**config.mk**
```make
export PLATFORM = sky130hd
export DESIGN_NAME = timer_bank
export DESIGN_NICKNAME = d
export VERILOG_FILES = /design/src/rtl/timer_bank.sv
export SDC_FILE = /design/constraint.sdc
export NUM_CORES = 1
export LEC_CHECK = 0
export ABC_AREA = 1
export BUFFER_PORTS_ARGS = -buffer_cell sky130_fd_sc_hd__buf_2
export CAP_MARGIN = 20
export CORE_AREA = 2 2 193 195
export CTS_CLUSTER_SIZE = 28
export DETAILED_ROUTE_END_ITERATION = 8
export DIE_AREA = 0 0 195 197
export SLEW_MARGIN = 25
export SYNTH_ARGS = -nofsm -noshare
export SYNTH_HDL_FRONTEND = slang
export SYNTH_SLANG_ARGS = --single-unit
```
**constraint.sdc**
```tcl
create_clock -name clk_i -period 11.59 [get_ports clk_i]
set_input_delay 0.5795 -clock clk_i [delete_from_list [all_inputs] [get_ports clk_i]]
set_output_delay 0.5795 -clock clk_i [all_outputs]
set_load 0.03 [all_outputs]
```
**src/rtl/timer_bank.sv**
```systemverilog
// -----------------------------------------------------------------------------
// timer_bank
//   A bank of independent down-counting timers behind a 16-bit word-addressed
//   register file. Each channel has a prescaler, a reload value, a live counter
//   and a pending flag. A channel can run periodically or as a one-shot, and it
//   raises a level interrupt when its pending flag and interrupt enable are set.
//
//   Register map per channel (word address = {channel, reg}):
//     0 CTRL   : [0] EN, [1] ONESHOT, [2] IE, [15:8] PRESCALE
//     1 RELOAD : [CNT_W-1:0] reload value
//     2 COUNT  : [CNT_W-1:0] live counter (write loads it, clears prescaler)
//     3 STATUS : [0] PEND (write 1 to clear), [1] EN (read-only mirror)
//
// Ports
//   clk_i      : clock, all state changes on the rising edge
//   reset_i    : asynchronous active-high reset
//   addr_i     : word address, channel = addr_i[ADDR_W-1:2], reg = addr_i[1:0]
//   data_i     : write data
//   write_i    : single-cycle write strobe
//   read_i     : single-cycle read strobe
//   data_o     : registered read data, updated only by a read
//   irq_o      : per-channel interrupt, PEND & IE
//   irq_any_o  : OR of irq_o
// -----------------------------------------------------------------------------
module timer_bank #(
   parameter int CHANNELS = 4,
   parameter int CNT_W    = 16,
   parameter int ADDR_W   = 5
) (
   input  logic                clk_i,
   input  logic                reset_i,
   input  logic [ADDR_W-1:0]   addr_i,
   input  logic [15:0]         data_i,
   input  logic                write_i,
   input  logic                read_i,
   output logic [15:0]         data_o,
   output logic [CHANNELS-1:0] irq_o,
   output logic                irq_any_o
);

   typedef enum logic [1:0] {
      REG_CTRL   = 2'd0,
      REG_RELOAD = 2'd1,
      REG_COUNT  = 2'd2,
      REG_STATUS = 2'd3
   } reg_sel_e;

   typedef struct packed {
      logic [7:0] prescale;
      logic       ie;
      logic       oneshot;
      logic       en;
   } ctrl_t;

   localparam logic [CNT_W-1:0] CNT_ONE = CNT_W'(1);

   logic [ADDR_W-3:0]   ch_idx;
   reg_sel_e            reg_sel;
   logic [CHANNELS-1:0] hit;
   logic [15:0]         rd_word [CHANNELS];
   logic [15:0]         rd_data;

   assign ch_idx  = addr_i[ADDR_W-1:2];
   assign reg_sel = reg_sel_e'(addr_i[1:0]);

   // CTRL bits [7:3] have no function; they are accepted and dropped.
   logic unused_data;
   assign unused_data = ^data_i[7:3];

   for (genvar g = 0; g < CHANNELS; g++) begin : g_chan
      ctrl_t            ctrl;
      logic [CNT_W-1:0] reload;
      logic [CNT_W-1:0] count;
      logic [7:0]       presc;
      logic             pend;

      logic             wr_ctrl;
      logic             wr_reload;
      logic             wr_count;
      logic             wr_status;
      logic             tick;
      logic             expire;
      logic [15:0]      word;

      // Out-of-range channel indices never match any g, so they read 0 and
      // their writes fall on the floor.
      assign hit[g]    = (int'(ch_idx) == g);
      assign wr_ctrl   = write_i && hit[g] && (reg_sel == REG_CTRL);
      assign wr_reload = write_i && hit[g] && (reg_sel == REG_RELOAD);
      assign wr_count  = write_i && hit[g] && (reg_sel == REG_COUNT);
      assign wr_status = write_i && hit[g] && (reg_sel == REG_STATUS);

      assign tick   = ctrl.en && (presc == ctrl.prescale);
      // A COUNT write on a tick cycle takes precedence, so it suppresses the
      // expiry side effects (PEND set, reload, one-shot disable).
      assign expire = tick && !wr_count && (count == '0);

      // NOTE: sequential state uses non-blocking assignments so every register
      // samples the pre-edge values of the others, independent of statement order.
      always_ff @(posedge clk_i or posedge reset_i) begin
         if (reset_i) begin
            // NOTE: every channel register is reset, not just the enables; a
            // stale COUNT or PEND would otherwise leak out after reset release.
            ctrl   <= '0;
            reload <= '0;
            count  <= '0;
            presc  <= '0;
            pend   <= 1'b0;
         end else begin
            // Prescaler: restarts on COUNT write, on EN 0->1, and after each tick.
            if (wr_count || (wr_ctrl && data_i[0] && !ctrl.en) || tick) begin
               presc <= '0;
            end else if (ctrl.en) begin
               presc <= presc + 8'd1;
            end

            if (wr_count) begin
               count <= data_i[CNT_W-1:0];
            end else if (tick) begin
               if (count != '0) begin
                  count <= count - CNT_ONE;
               end else if (!ctrl.oneshot) begin
                  count <= reload;
               end
            end

            if (wr_reload) begin
               reload <= data_i[CNT_W-1:0];
            end

            // A CTRL write overrides the one-shot auto-disable; both paths
            // leave EN at 0 when software is clearing it.
            if (wr_ctrl) begin
               ctrl <= '{prescale: data_i[15:8], ie: data_i[2],
                         oneshot: data_i[1], en: data_i[0]};
            end else if (expire && ctrl.oneshot) begin
               ctrl.en <= 1'b0;
            end

            // Setting wins over a simultaneous write-1-to-clear.
            if (expire) begin
               pend <= 1'b1;
            end else if (wr_status && data_i[0]) begin
               pend <= 1'b0;
            end
         end
      end

      // NOTE: combinational blocks assign a default first so no path leaves
      // the output unassigned, which would infer a latch.
      always_comb begin
         word = '0;
         unique case (reg_sel)
            REG_CTRL:   word = {ctrl.prescale, 5'b0, ctrl.ie, ctrl.oneshot, ctrl.en};
            REG_RELOAD: word[CNT_W-1:0] = reload;
            REG_COUNT:  word[CNT_W-1:0] = count;
            REG_STATUS: word[1:0] = {ctrl.en, pend};
         endcase
      end

      assign rd_word[g] = word;
      assign irq_o[g]   = pend & ctrl.ie;
   end

   always_comb begin
      rd_data = '0;
      for (int c = 0; c < CHANNELS; c++) begin
         if (hit[c]) begin
            rd_data = rd_word[c];
         end
      end
   end

   // Read data is captured from the pre-edge register values, so a read
   // coinciding with a write to the same register returns the old value.
   always_ff @(posedge clk_i or posedge reset_i) begin
      if (reset_i) begin
         data_o <= '0;
      end else if (read_i) begin
         data_o <= rd_data;
      end
   end

   assign irq_any_o = |irq_o;

endmodule

```
* Yosys cells after proc, flatten, opt, wreduce, memory -nomap -nowiden
Cells that the tools add are included.
** Word-level totals
- Flip-flop bits (word level) :: 224
- Input bits :: 25
- Word-level logic and storage cells :: 206
** Cells by class
- $add $sub $neg :: 8
- Eq/ne operators :: 14
- Multiplexer cells :: 52
- Bitwise logic cells :: 4
- Reductions and logical operators :: 95
** Operator list (count)
- two-way mux 16 bit :: 20
- case mux 14 bit (3 select lines) :: 4
- zero test 16 bit :: 4
- two-way mux 8 bit :: 8
- nonzero test 16 bit :: 4
- subtractor 16 x 1 -> 16 bit, second input constant :: 4
- logical AND 1 bit :: 48
- adder 8 x 1 -> 8 bit, second input constant :: 4
- equality test 8 bit :: 4
- case mux 2 bit (4 select lines) :: 4
- nonzero test 2 bit :: 16
- two-way mux 1 bit :: 16
- inequality test 3 x 1 -> 1 bit, second input constant :: 4
- zero test 1 bit :: 8
- logical OR 1 bit :: 8
- AND reduction 2 bit :: 4
- equality test 3 bit, second input constant :: 2
- bitwise AND 1 bit :: 4
- equality test 2 bit, second input constant :: 2
- OR reduction 4 bit :: 1
- equality test 3 x 2 -> 1 bit, second input constant :: 1
- zero test 3 bit :: 1
- equality test 2 x 1 -> 1 bit, second input constant :: 1
- zero test 2 bit :: 1

* Depth between registers and ports, before layout
Gate-level depths: netlist of run 1.
- Depth in word-level cells :: 9
- Depth in mapped cells :: 13
- Mapped depth without buffers :: 13

* Worst setup path after synthesis of run 1
Ideal clock, no wire load.
- Path kind :: input to register
- From :: input port write_i
- To :: register g_chan[1].count[2]
- Library setup time :: 0.117 ns
- Data arrival time :: 1.794 ns
- Required time :: 11.473 ns
- Setup slack :: 9.679 ns
- Stages :: 10
- Path buffers :: 3
- Cell sequence :: buf_2 > inv_2 > nor3_1 > nand2_1 > buf_2 > nand2_1 > o21ai_2 > buf_2 > nand2_1 > nand2_1
** On the way
- Cells in the longest elaborated chain, start to end :: 4
** Ends and longest elaborated chain
- start, declared :: line 34 : input logic write_i,
- logical AND 1 bit (*) (2 in a row) :: line 90 : assign wr_count = write_i && hit[g] && (reg_sel == REG_COUNT);
- inequality test 3 x 1 -> 1 bit (no source line) / nonzero test 2 bit (equally long branches)
- AND reduction 2 bit (no source line)
- end signal, assigned :: line 118 : count <= data_i[CNT_W-1:0];
- end signal, assigned :: line 121 : count <= count - CNT_ONE;
- end signal, assigned :: line 123 : count <= reload;
- end, declared :: line 73 : logic [CNT_W-1:0] count;
Mark *: on every way between the ends. The rest lies on a longest branch, timed or not.
A chain may end at the register's enable or synchronous reset.

* Worst setup path after layout of run 1
- From :: register g_chan[1].count[9]
- To :: register g_chan[1].count[11]
** On the way
- Cells in the longest elaborated chain, start to end :: 4
** Ends and longest elaborated chain
- subtractor 16 x 1 -> 16 bit / nonzero test 16 bit (equally long branches) :: line 121, 120
- two-way mux 16 bit :: line 120 : if (count != '0) begin
- two-way mux 16 bit :: line 119 : end else if (tick) begin
- two-way mux 16 bit :: line 117 : if (wr_count) begin
Several ways; a longest one is shown, not always the timed one. The select of a mux whose other input is x is not followed.

==> reports/metrics.yaml, run 1 <==
n_antenna_cell: 0
routed_wl_um: 51100
dp_hpwl_um: 36900
synth-compound-area-share_pct: 10.9
wl_per_cell_um: 19.1
die_h_um: 197
clock_latency_ns: 0.58
grt_start_max_net_pins: 108
startpoint_type: "register"
chipWidth_um: 195
synth.cell_area_um2: 14300
syn-num-nets: 2210
postCtsSetupBuffers: 0
clock_path_buffers: 3
cp-end-kind: "register"
grt_pass1_wl_um: 79600
rsz0062_at_grt: "no"
hold_violations: 0
synthAdderAreaFrac_pct: 1.05
finalSetupTns_ns: 0
route.met3.wl_um: 3780
cp.arrival_ns: 3.28
antenna_left: 0
die_area_um2: 38400
fill_cells: 3779
slew_headroom_pct: 35.5
first_global_vias: 13700
worstReg2RegStart: "g_chan[1].count[9]"
dpl_worst_slack_ns: 8.67
wl_met2_um: 22900
antenna_found_initial: 0
yosysTopAreaCellShare_pct: 39.2
drt-met1-wl_um: 21900
drt_first_pass_iters: 5
peakVddDrop_mv: 0.117
dpl_cell_area_um2: 14800
fin_skew_ns: 0.0213
route.detailed.drc: 0
fin_ws_ns: 8.82
via_per_inst: 5.41
start_util_pct: 39.4
min_period_ns: 2.77
drt_iter0_drc: 1428
dp.cells: 2621
stdcell_count: 2671
min_path_type: "in2async"
crit_type: "reg2reg"
cts_resized: 0
ff2ff_setup_slack_ns: 8.82
synth_top_family_by_area: "simple AND/OR/NAND/NOR gates"
core-area_um2: 36300
cts.sinks: 224
dr_total_vias: 14500
maxCapViolCount: 0
drive_gt1_share_pct: 7.04
cts_tree: "yes"
io_pins: 46
finalSetupViolCount: 0
fin_nets: 2220
syn_to_final_growth_pct: 10.6
h-tree-depth: 1
rows: 70
ys_seq_area_share_pct: 39.2
max_freq_ghz: 0.361
synth_cells: 2173
final_util_pct: 43.6
grt_usage_pct: 26.7
gp_congestion: 0.939
avgSynthCellArea_um2: 6.58
numCtsBuffers: 28
status: "complete, no violations"
numPortBuffers: 45
final_cell_mix: "nand2_1 (799), nor2_1 (241), dfrtp_1 (224)"
synth_top_area_cell: "dfrtp_1"
ys_warn_count: 0
hold_buffers: 0
path_clk_slew_ns: 0.06
ys_ff_latch: 224
post-route-cell-area_um2: 15800
synthXorXnorAreaFrac_pct: 2.20
mostFrequentLayoutCell: "nand2_1"
powerDensity_nw_per_um2: 222
cp_max_fo: 12
p_leak_nw: 7.98
rr_worst_depth: 9
finalCritPeriodShare_pct: 23.9
cp.required_ns: 12.10
ys_top_cells_by_area: "dfrtp_1 (39%), nand2_1 (21%), nor2_1 (6.4%)"
synth_cell_types: 39
grt_overflow: 0
slew_viol_final: 0
worstMarginPinSlew_ns: 0.965
synthMuxAreaShare_pct: 0
maxUsedRoutingLayer: "met4"
clockRootBuffer: "clkbuf_16"
r2r-end: "g_chan[1].count[11]"
yosys.area_share.simple_pct: 38.0
through the flow:
step                      hold slack [ns]  total power [mW]
final                               0.169              3.52
after detailed placement            0.461              2.56
after global routing                0.230              3.77
after global placement              0.459              2.54
after floorplan                     0.442              2.18
after CTS                           0.196              3.50
metal layers:
layer / global-route usage [%] / vias up
met2: 42.9 / 581
met3: 4.06 / 111
met4: 11.7 / 0
li1: - / 6939
met1: 35.6 / 6825
met5: 0 / -
state kept, by name, summed over array words and instances (netlist names):
name           flops
g_chan.count      64
g_chan.reload     64
g_chan.ctrl       44
g_chan.presc      32
data_o            16
g_chan.pend        4
area by class of cell:
| class | count | area (um2) | area share (%) |
|---|---|---|---|
| Inverter | 236 | 893 | 5.65 |
| Tap cell | 468 | 586 | 3.70 |
| Sequential cell | 224 | 5610 | 35.4 |
| Timing Repair Buffer | 55 | 300 | 1.90 |
| Clock inverter | 12 | 173 | 1.09 |
| Multi-Input combinational cell | 1638 | 7470 | 47.2 |
| Clock buffer | 38 | 790 | 4.99 |
critical path, cell delays in order (launching register included):
cell and delay, ns:
dfrtp_1 0.46, nor2_1 0.26, nand2_1 0.12, nor2_1 0.57
nand3_1 0.64, nand3_1 0.32, nand3_1 0.09, nand2_1 0.11
nand2_1 0.06, nand2_1 0.07
power by group:
| group | internal [mW] | leakage [nW] | switching (mW) |
|---|---|---|---|
| Sequential | 0.977 | 2.83 | 0.219 |
| Combinational | 0.452 | 4.67 | 0.937 |
| Clock | 0.564 | 0.467 | 0.370 |
kinds of logic after synthesis:
kind of cell	Yosys count
simple gates	1303
fa+ha+maj	12
compound gates	287
buf+inv	311
flops	224
xor+xnor	36
worst max-delay path by stage:
stage	end	slack (ns)	startpoint
floorplan	data_o[0]	4.88	reset_i
global placement	g_chan[0].count[4]	8.71	addr_i[4]
detailed placement	g_chan[0].count[2]	8.67	addr_i[4]
CTS	g_chan[1].count[1]	8.94	g_chan[1].count[9]
global route	g_chan[1].count[1]	8.59	g_chan[1].count[6]
finish	g_chan[1].count[11]	8.82	g_chan[1].count[9]
cell usage after synthesis, drive strengths merged:
cell type / n
a41oi: 1
o22ai: 32
xor2: 25
and2: 1
nand4: 48
a21oi: 30
nor2: 262
nand3b: 2
o211ai: 10
o221ai: 2
o2111ai: 1
ha: 12
dfrtp: 224
clkbuf: 40
o21ai: 210
clkinv: 2
inv: 234
a31oi: 1
nand2: 807
nand3: 171
nor3: 11
nor4: 1
xnor2: 11
buf: 35
No activity file was read; power rests on OpenSTA's default activity.
==> run 2: changes to the inputs <==
Clock period 11.59 ns to 2.5 ns, I/O delays scaled along.
==> run 2 against run 1 <==
Cell count increased by 1.9%. Largest cell class unchanged. Worst hold slack got worse by 0.14 ns. Design area rose by 2.6%. Total power rose to 4.6 times the previous value. Via count is 0.87% higher.
==> reports/metrics.yaml, run 2 (synthesis gave the netlist of run 1 again) <==
status: "complete, no violations"
cp.required_ns: 2.96  # -9.14 ns
cts_tree: "yes"
dp_hpwl_um: 39300  # +6.6%
cp-end-kind: "register"
dp.cells: 2658  # +1.4%
gp_congestion: 0.968  # +3.1%
drive_gt1_share_pct: 8.34  # +1.3 points
worstMarginPinSlew_ns: 0.773  # -0.192 ns
p_total_mw: 16.3  # +360%
crit_path_start: "g_chan[0].count[5]"
antenna_found_initial: 0  # unchanged
r2r-end: "g_chan[0].count[15]"
grt_pass1_wl_um: 83400  # +4.8%
swShare_pct: 43.0  # -0.35 points
start_util_pct: 39.4  # unchanged
fill_cells: 3863  # +2.2%
top_regs: "g_chan.count (64), g_chan.reload (64), g_chan.ctrl (44)"
clockRootBuffer: "clkbuf_16"
die_h_um: 197  # unchanged
die_area_um2: 38400  # unchanged
fin_skew_ns: 0.0149  # -0.00638 ns
routed_wl_um: 53500  # +4.8%
min_period_ns: 2.16  # -0.614 ns
rsz0062_at_grt: "no"
drt_first_pass_iters: 6  # +1
path_depth: 8  # -1
antenna_left: 0  # unchanged
chipWidth_um: 195  # unchanged
switchingPower_mw: 7.02  # +360%
via_per_inst: 5.36  # -0.98%
h-tree-depth: 1  # unchanged
stdcell_count: 2721  # +1.9%
postCtsSetupBuffers: 0  # unchanged
io_pins: 46  # unchanged
cts_resized: 0  # unchanged
p_int_mw: 9.29  # +370%
p_seq_share_pct: 33.8  # -0.2 points
crit_type: "reg2reg"
slew_viol_final: 0  # unchanged
grt_start_max_net_pins: 108  # unchanged
worstReg2RegStart: "g_chan[0].count[5]"
startpoint_type: "register"
grt_overflow: 0  # unchanged
rows: 70  # unchanged
max_freq_ghz: 0.463  # +28%
clock_latency_ns: 0.58  # about the same
cp_max_fo: 10  # -2
peakVddDrop_mv: 0.548  # +370%
slew_headroom_pct: 48.4  # +13 points
rr_worst_depth: 8  # -1
final_cell_mix: "nand2_1 (800), nor2_1 (242), dfrtp_1 (224)"
mostFrequentLayoutCell: "nand2_1"
final_util_pct: 44.8  # +1.2 points
n_antenna_cell: 0  # unchanged
p_leak_nw: 8.21  # +2.9%
finalCritPeriodShare_pct: 86.3  # +62 points
min_path_type: "in2reg"
dr_total_vias: 14600  # +0.87%
cts.sinks: 224  # unchanged
path_cells: "nor2_1 -> nand2_1 -> nor2_4 -> nand2_1 -> nor2_1 -> a21oi_1 -> nand4_1 -> nand2_1"
route.detailed.drc: 0  # unchanged
powerDensity_nw_per_um2: 1000  # +350%
first_global_vias: 14000  # +2.8%
cp_common_cell: "nand2_1"
hold_violations: 0  # unchanged
p_clk_share_pct: 26.2  # -0.3 points
clock_path_buffers: 3  # unchanged
drt_iter0_drc: 1451  # +1.6%
crit_family: "simple AND/OR/NAND/NOR gates"
numCtsBuffers: 28  # unchanged
ff2ff_setup_slack_ns: 0.34  # -8.48 ns
slowest_delay_ns: 0.46  # -0.18 ns
finalSetupViolCount: 0  # unchanged
wl_per_cell_um: 19.7  # +2.9%
core-area_um2: 36300  # unchanged
fin_nets: 2268  # +2.2%
path_buf_inv: 0  # unchanged
slowest_stage: "nor2_1"
endpoint: "g_chan[0].count[15]"
fin_hold_ws_ns: 0.0342  # -0.135 ns
pwr-share-comb_pct: 40.0  # +0.5 points
maxCapViolCount: 0  # unchanged
cp.arrival_ns: 2.62  # -0.66 ns
syn_to_final_growth_pct: 13.6
grt_usage_pct: 28.2  # +1.5 points
numPortBuffers: 45  # unchanged
path_clk_slew_ns: 0.06  # about the same
run 2: metal layers:
metal | global-route usage, % | up-vias | wire length (um)
li1 | - | 7053 | -
met1 | 38.3 | 6840 | 23100
met2 | 45.4 | 579 | 24100
met3 | 3.29 | 110 | 3880
met4 | 12.4 | 0 | 2370
met5 | 0 | - | 0
run 2: what timing repair did:
item | CTS | global route
hold buffers | 11 | 0
hold endpoints to repair | 244 | 0
endpoints found under the setup margin | 0 | 0
run 2: layout make-up:
type / instances / area, um2 / area share (%)
clock buffers: 44 / 831 / 5.12
clock inverters: 8 / 131 / 0.809
inverters: 236 / 890 / 5.48
multi-input cells: 1638 / 7460 / 45.9
flip-flops and latches: 224 / 5610 / 34.5
well taps: 468 / 586 / 3.61
repair buffers: 103 / 738 / 4.55
run 2: worst min path at each step:
stage	start	end	slack, ns	cells past startpoint
global placement	reset_i	g_chan[0].presc[7]	0.32	3
CTS	data_i[14]	g_chan[2].ctrl[9]	0.005	3
detailed placement	reset_i	g_chan[0].presc[6]	0.32	3
finish	data_i[14]	g_chan[2].ctrl[9]	0.03	3
global route	data_i[11]	g_chan[2].ctrl[6]	0.02	3
floorplan	data_i[2]	g_chan[0].ctrl[2]	0.25	2
run 2: tightest hold or removal path, stage by stage:
cell and delay, ns:
buf_2 0.25, nand2_1 0.11, o21ai_0 0.07
run 2: power groups by stage:
stage,registers [mW],clock network (mW),logic (mW)
6_report,5.51,4.27,6.53
3_5_place_dp,5.54,0,6.42
5_1_grt,5.64,4.50,7.48
3_3_place_gp,5.51,0,6.37
4_1_cts,5.49,4.35,6.47
2_1_floorplan,5.27,0,4.84
run 2: per-stage QoR:
step / instance area [um2] / TNS, ns / setup WS (ns)
detailed placement: 15200 / 0 / 0.387
finish: 16200 / 0 / 0.341
global placement: 15200 / 0 / 0.419
floorplan: 14300 / -122.98 / -0.549
CTS: 16200 / 0 / 0.369
global route: 16200 / 0 / 0.132
==> run 3: changes to the inputs <==
Settings changed: PLACE_DENSITY from default to 0.54.
==> run 3 against run 2 <==
Cell count increased by 0.11%. Worst setup slack got worse by 0.064 ns. Register-to-register slack got worse by 0.06 ns. Clock skew decreased by 0.0059 ns. Total power increased by 1.1%. Sequential share of layout area decreased by 0.11 points. Combinational power increased by 0.9%. Fmax decreased by 2.9%. Design area increased by 0.33%. Flip-flop and latch count unchanged.
==> reports/metrics.yaml, run 3 (synthesis gave the netlist of run 1 again) <==
route.detailed.drc: 0  # unchanged
drt_first_pass_iters: 6  # unchanged
cp_max_fo: 10  # unchanged
hold_violations: 0  # unchanged
fin_skew_ns: 0.00904  # -0.00585 ns
slew_viol_final: 0  # unchanged
numCtsBuffers: 29  # +3.6%
routed_wl_um: 54800  # +2.4%
stdcell_count: 2724  # +0.11%
drive_gt1_share_pct: 8.95  # +0.61 points
finalSetupTns_ns: 0  # unchanged
antenna_found_initial: 0  # unchanged
rr_worst_depth: 8  # unchanged
min_path_type: "in2reg"
start_util_pct: 39.4  # unchanged
io_pins: 46  # unchanged
via_per_inst: 5.41  # +0.88%
wl_per_cell_um: 20.1  # +2.3%
drt_iter0_drc: 1410  # -2.8%
cts_tree: "yes"
dp.cells: 2663  # +0.19%
powerDensity_nw_per_um2: 1010  # +0.80%
clockRootBuffer: "clkbuf_16"
swShare_pct: 43.4  # +0.34 points
maxCapViolCount: 0  # unchanged
startpoint_type: "register"
peakVddDrop_mv: 0.497  # -9.2%
antenna_left: 0  # unchanged
finalCritPeriodShare_pct: 88.9  # +2.6 points
cts_resized: 0  # unchanged
max_freq_ghz: 0.450  # -2.9%
grt_pass1_wl_um: 84000  # +0.69%
status: "complete, no violations"
crit_family: "simple AND/OR/NAND/NOR gates"
slowest_stage: "nor2_1"
dpl_cell_area_um2: 15200  # +0.33%
cts.sinks: 224  # unchanged
dpl_worst_slack_ns: 0.341  # -0.0458 ns
chipWidth_um: 195  # unchanged
rows: 70  # unchanged
first_global_vias: 13700  # -2.0%
grt_usage_pct: 28.6  # +0.43 points
grt_start_max_net_pins: 48  # -56%
clock_path_buffers: 3  # unchanged
slowest_delay_ns: 0.48  # +0.02 ns
p_leak_nw: 8.25  # +0.50%
h-tree-depth: 1  # unchanged
path_buf_inv: 0  # unchanged
fin_nets: 2271  # +0.13%
fin_ws_ns: 0.277  # -0.0643 ns
p_seq_share_pct: 33.4  # -0.4 points
mostFrequentLayoutCell: "nand2_1"
numPortBuffers: 45  # unchanged
syn_to_final_growth_pct: 13.9
fin_hold_ws_ns: 0.0299  # -0.00428 ns
cp-end-kind: "register"
pwr-share-comb_pct: 39.9  # about the same
min_period_ns: 2.22  # +0.0643 ns
grt_overflow: 0  # unchanged
path_cells: "nor2_1 -> nand2_1 -> nor2_4 -> nand2_1 -> nor2_1 -> a21oi_1 -> nand4_1 -> nand2_1"
cp_common_cell: "nand2_1"
top_regs: "g_chan.count (64), g_chan.reload (64), g_chan.ctrl (44)"
p_clk_share_pct: 26.7  # +0.5 points
final_util_pct: 44.9  # +0.15 points
crit_type: "reg2reg"
gp_congestion: 0.958  # -1.0%
worstHoldPathCells: 3  # unchanged
switchingPower_mw: 7.15  # +1.9%
finalSetupViolCount: 0  # unchanged
rsz0062_at_grt: "no"
cp.arrival_ns: 2.68  # +0.06 ns
post-route-cell-area_um2: 16300  # +0.33%
core-area_um2: 36300  # unchanged
p_total_mw: 16.5  # +1.1%
path_clk_slew_ns: 0.06  # about the same
path_depth: 8  # unchanged
p_int_mw: 9.34  # +0.53%
slew_headroom_pct: 45.2  # -3.2 points
final_cell_mix: "nand2_1 (800), nor2_1 (242), dfrtp_1 (224)"
clock_latency_ns: 0.57  # about the same
die_h_um: 197  # unchanged
die_area_um2: 38400  # unchanged
cp.required_ns: 2.95  # about the same
dr_total_vias: 14700  # +0.99%
dp_hpwl_um: 40600  # +3.3%
worstMarginPinSlew_ns: 0.821  # +0.0475 ns
n_antenna_cell: 0  # unchanged
run 3: final timing paths:
| path | start | end | slack, ns |
|---|---|---|---|
| worst max-delay path | g_chan[0].count[5] | g_chan[0].count[11] | 0.28 |
| worst min-delay path | data_i[10] | g_chan[0].ctrl[5] | 0.03 |
| worst max register to register | g_chan[0].count[5] | g_chan[0].count[11] | 0.28 |
| worst min register to register | g_chan[1].count[0] | g_chan[1].count[0] | 0.47 |
| max in group asynchronous | reset_i | g_chan[1].count[14] | 1.55 |
| min in group asynchronous | reset_i | g_chan[0].ctrl[6] | 0.23 |
run 3: what timing repair did:
item,CTS,global route
setup buffers,0,0
hold buffers,8,0
endpoints found under the hold margin,31,0
run 3: power groups by stage:
stage	combinational [mW]	sequential, mW	clock, mW
6_report	6.59	5.51	4.40
5_1_grt	7.48	5.65	4.58
4_1_cts	6.53	5.49	4.46
3_5_place_dp	6.49	5.53	0
3_3_place_gp	6.45	5.53	0
2_1_floorplan	4.84	5.27	0
run 3: routing by layer:
metal | vias to the layer above | track usage (%) | wire length [um]
li1 | 7050 | - | -
met1 | 7035 | 38.8 | 24100
met2 | 538 | 46.7 | 24900
met3 | 103 | 3.61 | 3510
met4 | 0 | 11.2 | 2340
met5 | - | 0 | 0
run 3: area by class of cell:
class | instances | area [um2]
fillers | 3797 | 20000
repair buffers | 105 | 758
multi-input cells | 1638 | 7460
well taps | 468 | 586
clock buffers | 36 | 812
clock inverters | 17 | 184
inverters | 236 | 890
flip-flops and latches | 224 | 5610
run 3: worst register-to-register path: cells and delay by family, from the launching register on:
kind / cells / cell delay (ns)
AOI/OAI and AO/OA: 1 / 0.17
DFF: 1 / 0.43
and+or+nand+nor: 7 / 1.53
